$ cat config.mk
export PLATFORM = sky130hd
export DESIGN_NAME = mips_multicycle_control_flat
export DESIGN_NICKNAME = d
export VERILOG_FILES = /design/src/rtl/mips_multicycle_control_if.sv /design/src/rtl/mips_multicycle_control.sv /design/src/flat_wrapper.sv
export SDC_FILE = /design/constraint.sdc
export NUM_CORES = 1
export LEC_CHECK = 0
export ABC_CLOCK_PERIOD_IN_PS = 2700
export CAP_MARGIN = 5
export CORE_MARGIN = 2
export CORE_UTILIZATION = 40
export DETAILED_ROUTE_END_ITERATION = 10
export GPL_ROUTABILITY_DRIVEN = 0
export HOLD_SLACK_MARGIN = 0.05
export PLACE_DENSITY = 0.83
export SLEW_MARGIN = 20
export SYNTH_ARGS = -nofsm -noshare
export SYNTH_HDL_FRONTEND = slang
export SYNTH_SLANG_ARGS = --single-unit
$ cat constraint.sdc
create_clock -name clk -period 2.7 [get_ports clk]
set_input_delay 0.405 -clock clk [delete_from_list [all_inputs] [get_ports clk]]
set_output_delay 0.405 -clock clk [all_outputs]
set_load 0.01 [all_outputs]
$ cat src/rtl/mips_multicycle_control_if.sv
// ---------------------------------------------------------------------------
// mips_multicycle_control_if
// Bundles the signals between the multi-cycle control sequencer and the
// MIPS datapath.
//   Inputs to the controller : opcode (IR[31:26]) and mem_ready (memory done).
//   Outputs of the controller: PC/memory/IR/register-file enables, datapath
//                              mux selects, ALU operation, debug state,
//                              instr_done and illegal_op.
// The master modport is the controller; the slave modport is the datapath.
// ---------------------------------------------------------------------------
interface mips_multicycle_control_if;
   logic [5:0] opcode;
   logic       mem_ready;
   logic       PCWrite;
   logic       PCWriteCond;
   logic       PCWriteCondNE;
   logic       IorD;
   logic       MemRead;
   logic       MemWrite;
   logic       IRWrite;
   logic       RegDst;
   logic       MemtoReg;
   logic       RegWrite;
   logic       ALUSrcA;
   logic [1:0] ALUSrcB;
   logic       ExtOp;
   logic [2:0] ALUOp;
   logic [1:0] PCSource;
   logic [3:0] state;
   logic       instr_done;
   logic       illegal_op;

   modport master (
      input  opcode, mem_ready,
      output PCWrite, PCWriteCond, PCWriteCondNE, IorD, MemRead, MemWrite,
             IRWrite, RegDst, MemtoReg, RegWrite, ALUSrcA, ALUSrcB, ExtOp,
             ALUOp, PCSource, state, instr_done, illegal_op
   );

   modport slave (
      output opcode, mem_ready,
      input  PCWrite, PCWriteCond, PCWriteCondNE, IorD, MemRead, MemWrite,
             IRWrite, RegDst, MemtoReg, RegWrite, ALUSrcA, ALUSrcB, ExtOp,
             ALUOp, PCSource, state, instr_done, illegal_op
   );
endinterface

$ cat src/rtl/mips_multicycle_control.sv
// ---------------------------------------------------------------------------
// mips_multicycle_control
// Multi-cycle control sequencer for a MIPS datapath sharing one memory port
// and one ALU. Supports R-type, LW, SW, BEQ, BNE, ADDI, ANDI, ORI and stalls
// on mem_ready during instruction fetch, load read and store write.
// Ports:
//   clk   - rising-edge clock
//   rst_n - asynchronous active-low reset (state returns to FETCH)
//   bus   - master side of mips_multicycle_control_if (opcode/mem_ready in,
//           datapath controls, debug state, instr_done, illegal_op out)
// ---------------------------------------------------------------------------
module mips_multicycle_control (
   input  logic                        clk,
   input  logic                        rst_n,
   mips_multicycle_control_if.master   bus
);

   localparam logic [5:0] OP_R    = 6'd0;
   localparam logic [5:0] OP_LW   = 6'd35;
   localparam logic [5:0] OP_SW   = 6'd43;
   localparam logic [5:0] OP_BEQ  = 6'd4;
   localparam logic [5:0] OP_BNE  = 6'd5;
   localparam logic [5:0] OP_ADDI = 6'd8;
   localparam logic [5:0] OP_ANDI = 6'd12;
   localparam logic [5:0] OP_ORI  = 6'd13;

   typedef enum logic [3:0] {
      S_FETCH  = 4'd0,
      S_DECODE = 4'd1,
      S_MEMADR = 4'd2,
      S_MEMRD  = 4'd3,
      S_MEMWB  = 4'd4,
      S_MEMWR  = 4'd5,
      S_EXEC   = 4'd6,
      S_RWB    = 4'd7,
      S_BRANCH = 4'd8,
      S_IEXEC  = 4'd9,
      S_IWB    = 4'd10
   } state_t;

   state_t     state_q, state_d;

   logic       pc_write, pc_write_cond, pc_write_cond_ne;
   logic       iord, mem_read, mem_write, ir_write;
   logic       reg_dst, mem_to_reg, reg_write;
   logic       alu_src_a, ext_op, instr_done, illegal_op;
   logic [1:0] alu_src_b, pc_source;
   logic [2:0] alu_op;

   always_ff @(posedge clk or negedge rst_n) begin
      if (!rst_n) state_q <= S_FETCH;
      else        state_q <= state_d;
   end

   always_comb begin
      state_d          = S_FETCH;
      pc_write         = 1'b0;
      pc_write_cond    = 1'b0;
      pc_write_cond_ne = 1'b0;
      iord             = 1'b0;
      mem_read         = 1'b0;
      mem_write        = 1'b0;
      ir_write         = 1'b0;
      reg_dst          = 1'b0;
      mem_to_reg       = 1'b0;
      reg_write        = 1'b0;
      alu_src_a        = 1'b0;
      alu_src_b        = 2'b00;
      ext_op           = 1'b1;
      alu_op           = 3'b000;
      pc_source        = 2'b00;
      instr_done       = 1'b0;
      illegal_op       = 1'b0;
      case (state_q)
         S_FETCH: begin
            // PC+4 is computed every fetch cycle but only committed with the IR.
            mem_read  = 1'b1;
            alu_src_b = 2'b01;
            ir_write  = bus.mem_ready;
            pc_write  = bus.mem_ready;
            state_d   = bus.mem_ready ? S_DECODE : S_FETCH;
         end
         S_DECODE: begin
            // ALU is idle here, so precompute the branch target into ALUOut.
            alu_src_b = 2'b11;
            case (bus.opcode)
               OP_LW, OP_SW:              state_d = S_MEMADR;
               OP_R:                      state_d = S_EXEC;
               OP_BEQ, OP_BNE:            state_d = S_BRANCH;
               OP_ADDI, OP_ANDI, OP_ORI:  state_d = S_IEXEC;
               default: begin
                  state_d    = S_FETCH;
                  illegal_op = 1'b1;
                  instr_done = 1'b1;
               end
            endcase
         end
         S_MEMADR: begin
            alu_src_a = 1'b1;
            alu_src_b = 2'b10;
            state_d   = (bus.opcode == OP_LW) ? S_MEMRD : S_MEMWR;
         end
         S_MEMRD: begin
            mem_read = 1'b1;
            iord     = 1'b1;
            state_d  = bus.mem_ready ? S_MEMWB : S_MEMRD;
         end
         S_MEMWB: begin
            reg_write  = 1'b1;
            mem_to_reg = 1'b1;
            instr_done = 1'b1;
         end
         S_MEMWR: begin
            mem_write  = 1'b1;
            iord       = 1'b1;
            instr_done = bus.mem_ready;
            state_d    = bus.mem_ready ? S_FETCH : S_MEMWR;
         end
         S_EXEC: begin
            alu_src_a = 1'b1;
            alu_op    = 3'b010;
            state_d   = S_RWB;
         end
         S_RWB: begin
            reg_write  = 1'b1;
            reg_dst    = 1'b1;
            instr_done = 1'b1;
         end
         S_BRANCH: begin
            // ALU compares rs/rt; the target precomputed in DECODE sits in ALUOut.
            alu_src_a        = 1'b1;
            alu_op           = 3'b001;
            pc_source        = 2'b01;
            pc_write_cond    = (bus.opcode == OP_BEQ);
            pc_write_cond_ne = (bus.opcode == OP_BNE);
            instr_done       = 1'b1;
         end
         S_IEXEC: begin
            alu_src_a = 1'b1;
            alu_src_b = 2'b10;
            case (bus.opcode)
               OP_ANDI: begin alu_op = 3'b011; ext_op = 1'b0; end
               OP_ORI:  begin alu_op = 3'b100; ext_op = 1'b0; end
               default: begin alu_op = 3'b000; ext_op = 1'b1; end
            endcase
            state_d = S_IWB;
         end
         S_IWB: begin
            reg_write  = 1'b1;
            instr_done = 1'b1;
         end
         default: begin
            // Unused encodings: flag and fall back to FETCH.
            illegal_op = 1'b1;
         end
      endcase
   end

   // Enables are forced low while reset is asserted, even though the reset
   // state (FETCH) would otherwise drive MemRead/IRWrite/PCWrite.
   assign bus.PCWrite       = pc_write         & rst_n;
   assign bus.PCWriteCond   = pc_write_cond    & rst_n;
   assign bus.PCWriteCondNE = pc_write_cond_ne & rst_n;
   assign bus.IRWrite       = ir_write         & rst_n;
   assign bus.MemRead       = mem_read         & rst_n;
   assign bus.MemWrite      = mem_write        & rst_n;
   assign bus.RegWrite      = reg_write        & rst_n;
   assign bus.instr_done    = instr_done       & rst_n;
   assign bus.illegal_op    = illegal_op       & rst_n;
   assign bus.IorD          = iord;
   assign bus.RegDst        = reg_dst;
   assign bus.MemtoReg      = mem_to_reg;
   assign bus.ALUSrcA       = alu_src_a;
   assign bus.ALUSrcB       = alu_src_b;
   assign bus.ExtOp         = ext_op;
   assign bus.ALUOp         = alu_op;
   assign bus.PCSource      = pc_source;
   assign bus.state         = state_q;

endmodule

$ cat src/flat_wrapper.sv
// flat-port wrapper written by rule: the top's interface ports become plain ports
module mips_multicycle_control_flat 
  (clk, rst_n, bus_opcode, bus_mem_ready, bus_PCWrite, bus_PCWriteCond, bus_PCWriteCondNE, bus_IorD, bus_MemRead, bus_MemWrite, bus_IRWrite, bus_RegDst, bus_MemtoReg, bus_RegWrite, bus_ALUSrcA, bus_ALUSrcB, bus_ExtOp, bus_ALUOp, bus_PCSource, bus_state, bus_instr_done, bus_illegal_op);
  mips_multicycle_control_if bus_i ();
  input  logic clk;
  input  logic rst_n;
  input wire logic [$bits(bus_i.opcode)-1:0] bus_opcode;
  input wire logic [$bits(bus_i.mem_ready)-1:0] bus_mem_ready;
  output wire logic [$bits(bus_i.PCWrite)-1:0] bus_PCWrite;
  output wire logic [$bits(bus_i.PCWriteCond)-1:0] bus_PCWriteCond;
  output wire logic [$bits(bus_i.PCWriteCondNE)-1:0] bus_PCWriteCondNE;
  output wire logic [$bits(bus_i.IorD)-1:0] bus_IorD;
  output wire logic [$bits(bus_i.MemRead)-1:0] bus_MemRead;
  output wire logic [$bits(bus_i.MemWrite)-1:0] bus_MemWrite;
  output wire logic [$bits(bus_i.IRWrite)-1:0] bus_IRWrite;
  output wire logic [$bits(bus_i.RegDst)-1:0] bus_RegDst;
  output wire logic [$bits(bus_i.MemtoReg)-1:0] bus_MemtoReg;
  output wire logic [$bits(bus_i.RegWrite)-1:0] bus_RegWrite;
  output wire logic [$bits(bus_i.ALUSrcA)-1:0] bus_ALUSrcA;
  output wire logic [$bits(bus_i.ALUSrcB)-1:0] bus_ALUSrcB;
  output wire logic [$bits(bus_i.ExtOp)-1:0] bus_ExtOp;
  output wire logic [$bits(bus_i.ALUOp)-1:0] bus_ALUOp;
  output wire logic [$bits(bus_i.PCSource)-1:0] bus_PCSource;
  output wire logic [$bits(bus_i.state)-1:0] bus_state;
  output wire logic [$bits(bus_i.instr_done)-1:0] bus_instr_done;
  output wire logic [$bits(bus_i.illegal_op)-1:0] bus_illegal_op;
  assign bus_i.opcode = bus_opcode;
  assign bus_i.mem_ready = bus_mem_ready;
  assign bus_PCWrite = bus_i.PCWrite;
  assign bus_PCWriteCond = bus_i.PCWriteCond;
  assign bus_PCWriteCondNE = bus_i.PCWriteCondNE;
  assign bus_IorD = bus_i.IorD;
  assign bus_MemRead = bus_i.MemRead;
  assign bus_MemWrite = bus_i.MemWrite;
  assign bus_IRWrite = bus_i.IRWrite;
  assign bus_RegDst = bus_i.RegDst;
  assign bus_MemtoReg = bus_i.MemtoReg;
  assign bus_RegWrite = bus_i.RegWrite;
  assign bus_ALUSrcA = bus_i.ALUSrcA;
  assign bus_ALUSrcB = bus_i.ALUSrcB;
  assign bus_ExtOp = bus_i.ExtOp;
  assign bus_ALUOp = bus_i.ALUOp;
  assign bus_PCSource = bus_i.PCSource;
  assign bus_state = bus_i.state;
  assign bus_instr_done = bus_i.instr_done;
  assign bus_illegal_op = bus_i.illegal_op;
  mips_multicycle_control u_core (.clk(clk), .rst_n(rst_n), .bus(bus_i));
endmodule
== Word level (Yosys, flattened, before mapping) ==
Index checks and enable logic that the tools add are counted.

* Bits in registers: 4
* Bits in latches: 0
* Memory bits (writable): 0
* Memory bits (read-only): 0
* Bits of input ports: 9
* Logic and storage cells: 65
* Memories kept: 0

* Add/sub/neg operators: 0
* $mul: 0
* Div/mod/pow operators: 0
* Order comparisons: 0
* Eq/ne operators: 17
* Shifts and indexed selects: 0
* Muxes and demuxes: 25
* Bitwise logic cells: 8
* Reductions and logical operators: 14

{| class="wikitable"
|+ Operators with widths
! operator !! count
|-
| 4-bit case mux with 7 select lines || 1
|-
| 6-bit by 4-bit equality test with 1-bit output (second input constant) || 3
|-
| 4-bit by 3-bit equality test with 1-bit output (second input constant) || 4
|-
| 4-bit case mux with 4 select lines || 1
|-
| 1-bit two-way mux || 15
|-
| 4-bit equality test (second input constant) || 3
|-
| 6-bit by 3-bit equality test with 1-bit output (second input constant) || 2
|-
| 6-bit equality test (second input constant) || 2
|-
| 2-bit OR reduction || 6
|-
| 10-bit OR reduction || 1
|-
| 3-bit two-way mux || 3
|-
| 3-bit case mux with 3 select lines || 1
|-
| 1-bit bitwise AND || 8
|-
| 4-bit by 2-bit equality test with 1-bit output (second input constant) || 2
|-
| 4-bit OR reduction || 2
|-
| 8-bit OR reduction || 1
|-
| 6-bit zero test || 1
|-
| 2-bit case mux with 3 select lines || 1
|-
| 3-bit case mux with 2 select lines || 1
|-
| 3-bit OR reduction || 2
|-
| 4-bit by 1-bit equality test with 1-bit output (second input constant) || 1
|-
| 4-bit zero test || 1
|-
| 1-bit case mux with 3 select lines || 1
|-
| 1-bit case mux with 2 select lines || 1
|}

== Logic depth before layout (Yosys ltp) ==
* Word-level depth: 5
* Mapped depth: 5
* Mapped depth without buffers: 4

== Least setup slack after synthesis ==
Ideal clock, no wire load.

* Path type: reg2out
* From: register u_core.state_q[2], in the netlist u_core.bus.state[2]
* To: output port bus_PCWrite
* Arrival time: 1621 ps
* Data required time: 2295 ps
* Setup slack: 674 ps
* Stages on the path, launching flop included: 6
* Path through: dfrtp_1 -> buf_2 -> nor2_1 -> nand2_1 -> nor4b_1 -> buf_4

* Cells in the longest elaborated chain, start to end: 3

{| class="wikitable"
|+ RTL lines
! item !! RTL line !! source
|-
| from (decl) || mips_multicycle_control.sv:41 || <nowiki>state_t state_q, state_d;</nowiki>
|-
| from (signal assigned) || mips_multicycle_control.sv:52 || <nowiki>else state_q <= state_d;</nowiki>
|-
| 4-bit zero test || n/a ||
|-
| 1-bit two-way mux || n/a ||
|-
| 1-bit bitwise AND || n/a ||
|-
| to (decl) || flat_wrapper.sv:9 || <nowiki>output wire logic [$bits(bus_i.PCWrite)-1:0] bus_PCWrite;</nowiki>
|}

Every way passes these cells.

== Final worst setup path ==
* From: input port bus_opcode[5]
* To: output port bus_ALUOp[0]

* Cells in the longest elaborated chain, start to end: 3
* Elaborated cells between the ends (all ways): 4
* Those cells by class: eq/ne: 2; mux: 2

{| class="wikitable"
|+ RTL lines
! item !! RTL line !! source
|-
| from (decl) || flat_wrapper.sv:7 || <nowiki>input wire logic [$bits(bus_i.opcode)-1:0] bus_opcode;</nowiki>
|-
| 6-bit by 4-bit equality test with 1-bit output || mips_multicycle_control.sv:141 || <nowiki>case (bus.opcode)</nowiki>
|-
| 3-bit case mux with 2 select lines (*) || mips_multicycle_control.sv:141 ||
|-
| 3-bit case mux with 3 select lines (*) || mips_multicycle_control.sv:74 || <nowiki>case (state_q)</nowiki>
|-
| to (decl) || flat_wrapper.sv:22 || <nowiki>output wire logic [$bits(bus_i.ALUOp)-1:0] bus_ALUOp;</nowiki>
|}

Every way passes the cells marked *; elsewhere a longest branch is shown, timed or not.

==> metrics.txt <==
status=finished, final reports clean; worst vdd ir=0.530 mV; final hold viol count=0; Chip Width=42.8 um; total grt overflow=0; Post-CTS Repair Setup Buffers=0; FFs w/ async S/R, synth=1.00; most numerous cell in the Yosys netlist=nor2_1; # Max-Cap Violations=0; Critical Path Most Common Cell=clkdlybuf4s50_1; Synth top area share=0.166; crit share post-route=0.981; r2r setup slk=0.99 ns; RSZ-0062 raised after global routing=false; synthesized net count=95; DPL Wire Length=1.59 mm; Post-synth EDFFs=0; Sink Count=4; syn_area_per_cell=7.00 sq um; CP required=2.30 ns; DRT iter0 DRCs=38; post-route total power=657 uW; synth warn=0; ant diodes=0; first drt pass iteration count=4; worst r2r src=u_core.bus.state[2]; TritonCTS Buffers=3; clk root buf=clkbuf_4; number of global-route vias before repair=722; Peak Freq=0.378 GHz; Final TNS setup=0 ns; CP max stage delay=0.55 ns; Die Height=42.8 um; CP Capture Type=primary output; synthesized flop and latch total=4; largest net degree at the start of global routing=17; DRT Wirelength=2.12 mm; H-tree levels=1; Cell Area, Synth=602 sq um; fin. max-slew vios=0; port bufs=32; Seq/Total Area, Yosys=0.166; library cells used by synthesis=39; initial antenna violation count=0; kind of critical path=in -> out; Rows=13; Worst Hold Class=in -> async; nets=133; clock buffer depth=2; Post-Synthesis Cells=86; DRC=0; Yosys top cell by area=dfrtp_1; Die Area=0.00183 sq mm; worst-skew pair later-pin latency=0.24 ns; endpoints failing setup=0; pwr/cell area=662 mW/mm^2; Initial Util=0.446; CP Cell Sequence=clkdlybuf4s50_1 > nor3_2 > and3_1 > nand3_1 > o21bai_1 > clkdlybuf4s50_1; clock tree from TritonCTS=built; crit path time final=2.65 ns; total track usage=0.234; Area Growth Syn to Fin=65.1%; drt wl/cell=15.5 um; most instantiated cells after synthesis=nor2_1, nor3_1, a21oi_1, nand3_1, nor2b_1; clock-pin slew on the worst setup and hold paths=0.04 ns; Critical-path top delay cell=clkdlybuf4s50_1; clock skew=0.00560 ns; cell types occupying the most area after synthesis=dfrtp_1, nor3_1, nor2b_1; first-pass GRT wire length=3.26 mm; Crit Reg-Reg Endpoint=u_core.bus.state[2]; CP max FO=4; max FFs per register=4; share of post-route cells with drive strength above 1=0.148; I/O Pins=34; Leak=0.000401 uW; DR vias=832; Critical Path AT=2.24 ns; core footprint=0.00135 sq mm; routed vias/inst=6.07; r2r worst-path depth=5; ys flop type=dfrtp_1; Final ANT Viol Nets=0; startpoint types=primary input
==> report_power, final <==
part	internal [uW]	total, uW	switching, uW	leakage (uW)
sequential	76.2	115	39.2	0.0000517
combinational	243	465	222	0.000336
clock	49.9	77.1	27.2	0.0000138
==> layer usage <==
| layer | routed length [um] | track usage | up-vias |
|---|---|---|---|
| met1 | 831 | 0.279 | 367 |
| met2 | 1020 | 0.388 | 70 |
| met3 | 217 | 0.0723 | 8 |
| li1 | - | - | 387 |
| met4 | 48 | 0.0875 | 0 |
| met5 | 0 | 0 | - |
==> kinds of logic after synthesis <==
group                     count (synthesis)  synth area share
DFF                                       4             0.166
AOI/OAI and AO/OA                        20             0.237
and+or+nand+nor                          46             0.424
muxes                                     4            0.0686
other                                     1           0.00623
buffers and inverters                    10            0.0831
xor gates and xnor gates                  1            0.0146
==> through the flow <==
stage          area [sq um]  setup WS [ns]  instances  hold WS, ns  utilization
2_1_floorplan           602          0.674         86        0.109            -
4_1_cts                 985         0.0368        137        0.514        0.729
3_5_place_dp            962         0.0481        134        0.654        0.713
5_1_grt                 993        0.00770        137        0.526        0.736
6_report                993         0.0520        137        0.523        0.736
3_3_place_gp            962          0.102        134        0.665        0.713
==> worst max path at each step <==
stage               cells past startpoint  slack (ns)            to                start
floorplan                               5        0.67   bus_PCWrite  u_core.bus.state[2]
detailed placement                      6        0.05  bus_ALUOp[1]        bus_opcode[4]
CTS                                     6        0.04  bus_ALUOp[1]        bus_opcode[4]
global route                            6       0.008  bus_ALUOp[0]        bus_opcode[5]
finish                                  6        0.05  bus_ALUOp[0]        bus_opcode[5]
global placement                        6        0.10  bus_ALUOp[0]        bus_opcode[4]
==> worst max-delay path, delay by kind of cell <==
kind / cells / cell delay, ns
compound gates: 1 / 0.15
buf+inv: 2 / 1.04
simple gates: 3 / 0.64
==> what timing repair did <==
action	4_1_cts	5_1_grt
hold buffers	0	0
setup endpoints to repair	0	5
resized for setup	0	3
==> layout by cell type (no fill, tap or decap), types with 2 or more instances in the layout <==
cell | synthesis | routed
clkdlybuf4s50_1 | 0 | 31
nor3_1 | 7 | 6
o21bai_1 | 2 | 2
nand2_1 | 4 | 4
nand3_1 | 6 | 6
nor2b_1 | 5 | 5
clkbuf_4 | 0 | 3
dfrtp_1 | 4 | 3
nor3_2 | 2 | 3
nand2b_1 | 4 | 4
mux2i_1 | 3 | 3
nand3b_1 | 2 | 2
and3_1 | 2 | 2
nor2_1 | 8 | 8
inv_1 | 2 | 2
a21oi_1 | 6 | 6
buf_4 | 2 | 8
==> cell type report <==
class / instances / area (sq um)
clock buffers: 3 / 22.5
fillers: 97 / 357
inverters: 3 / 11.3
multi-input cells: 72 / 457
flip-flops and latches: 4 / 101
well taps: 15 / 18.8
repair buffers: 40 / 383
Note: power is estimated with default switching activity, not from simulation.
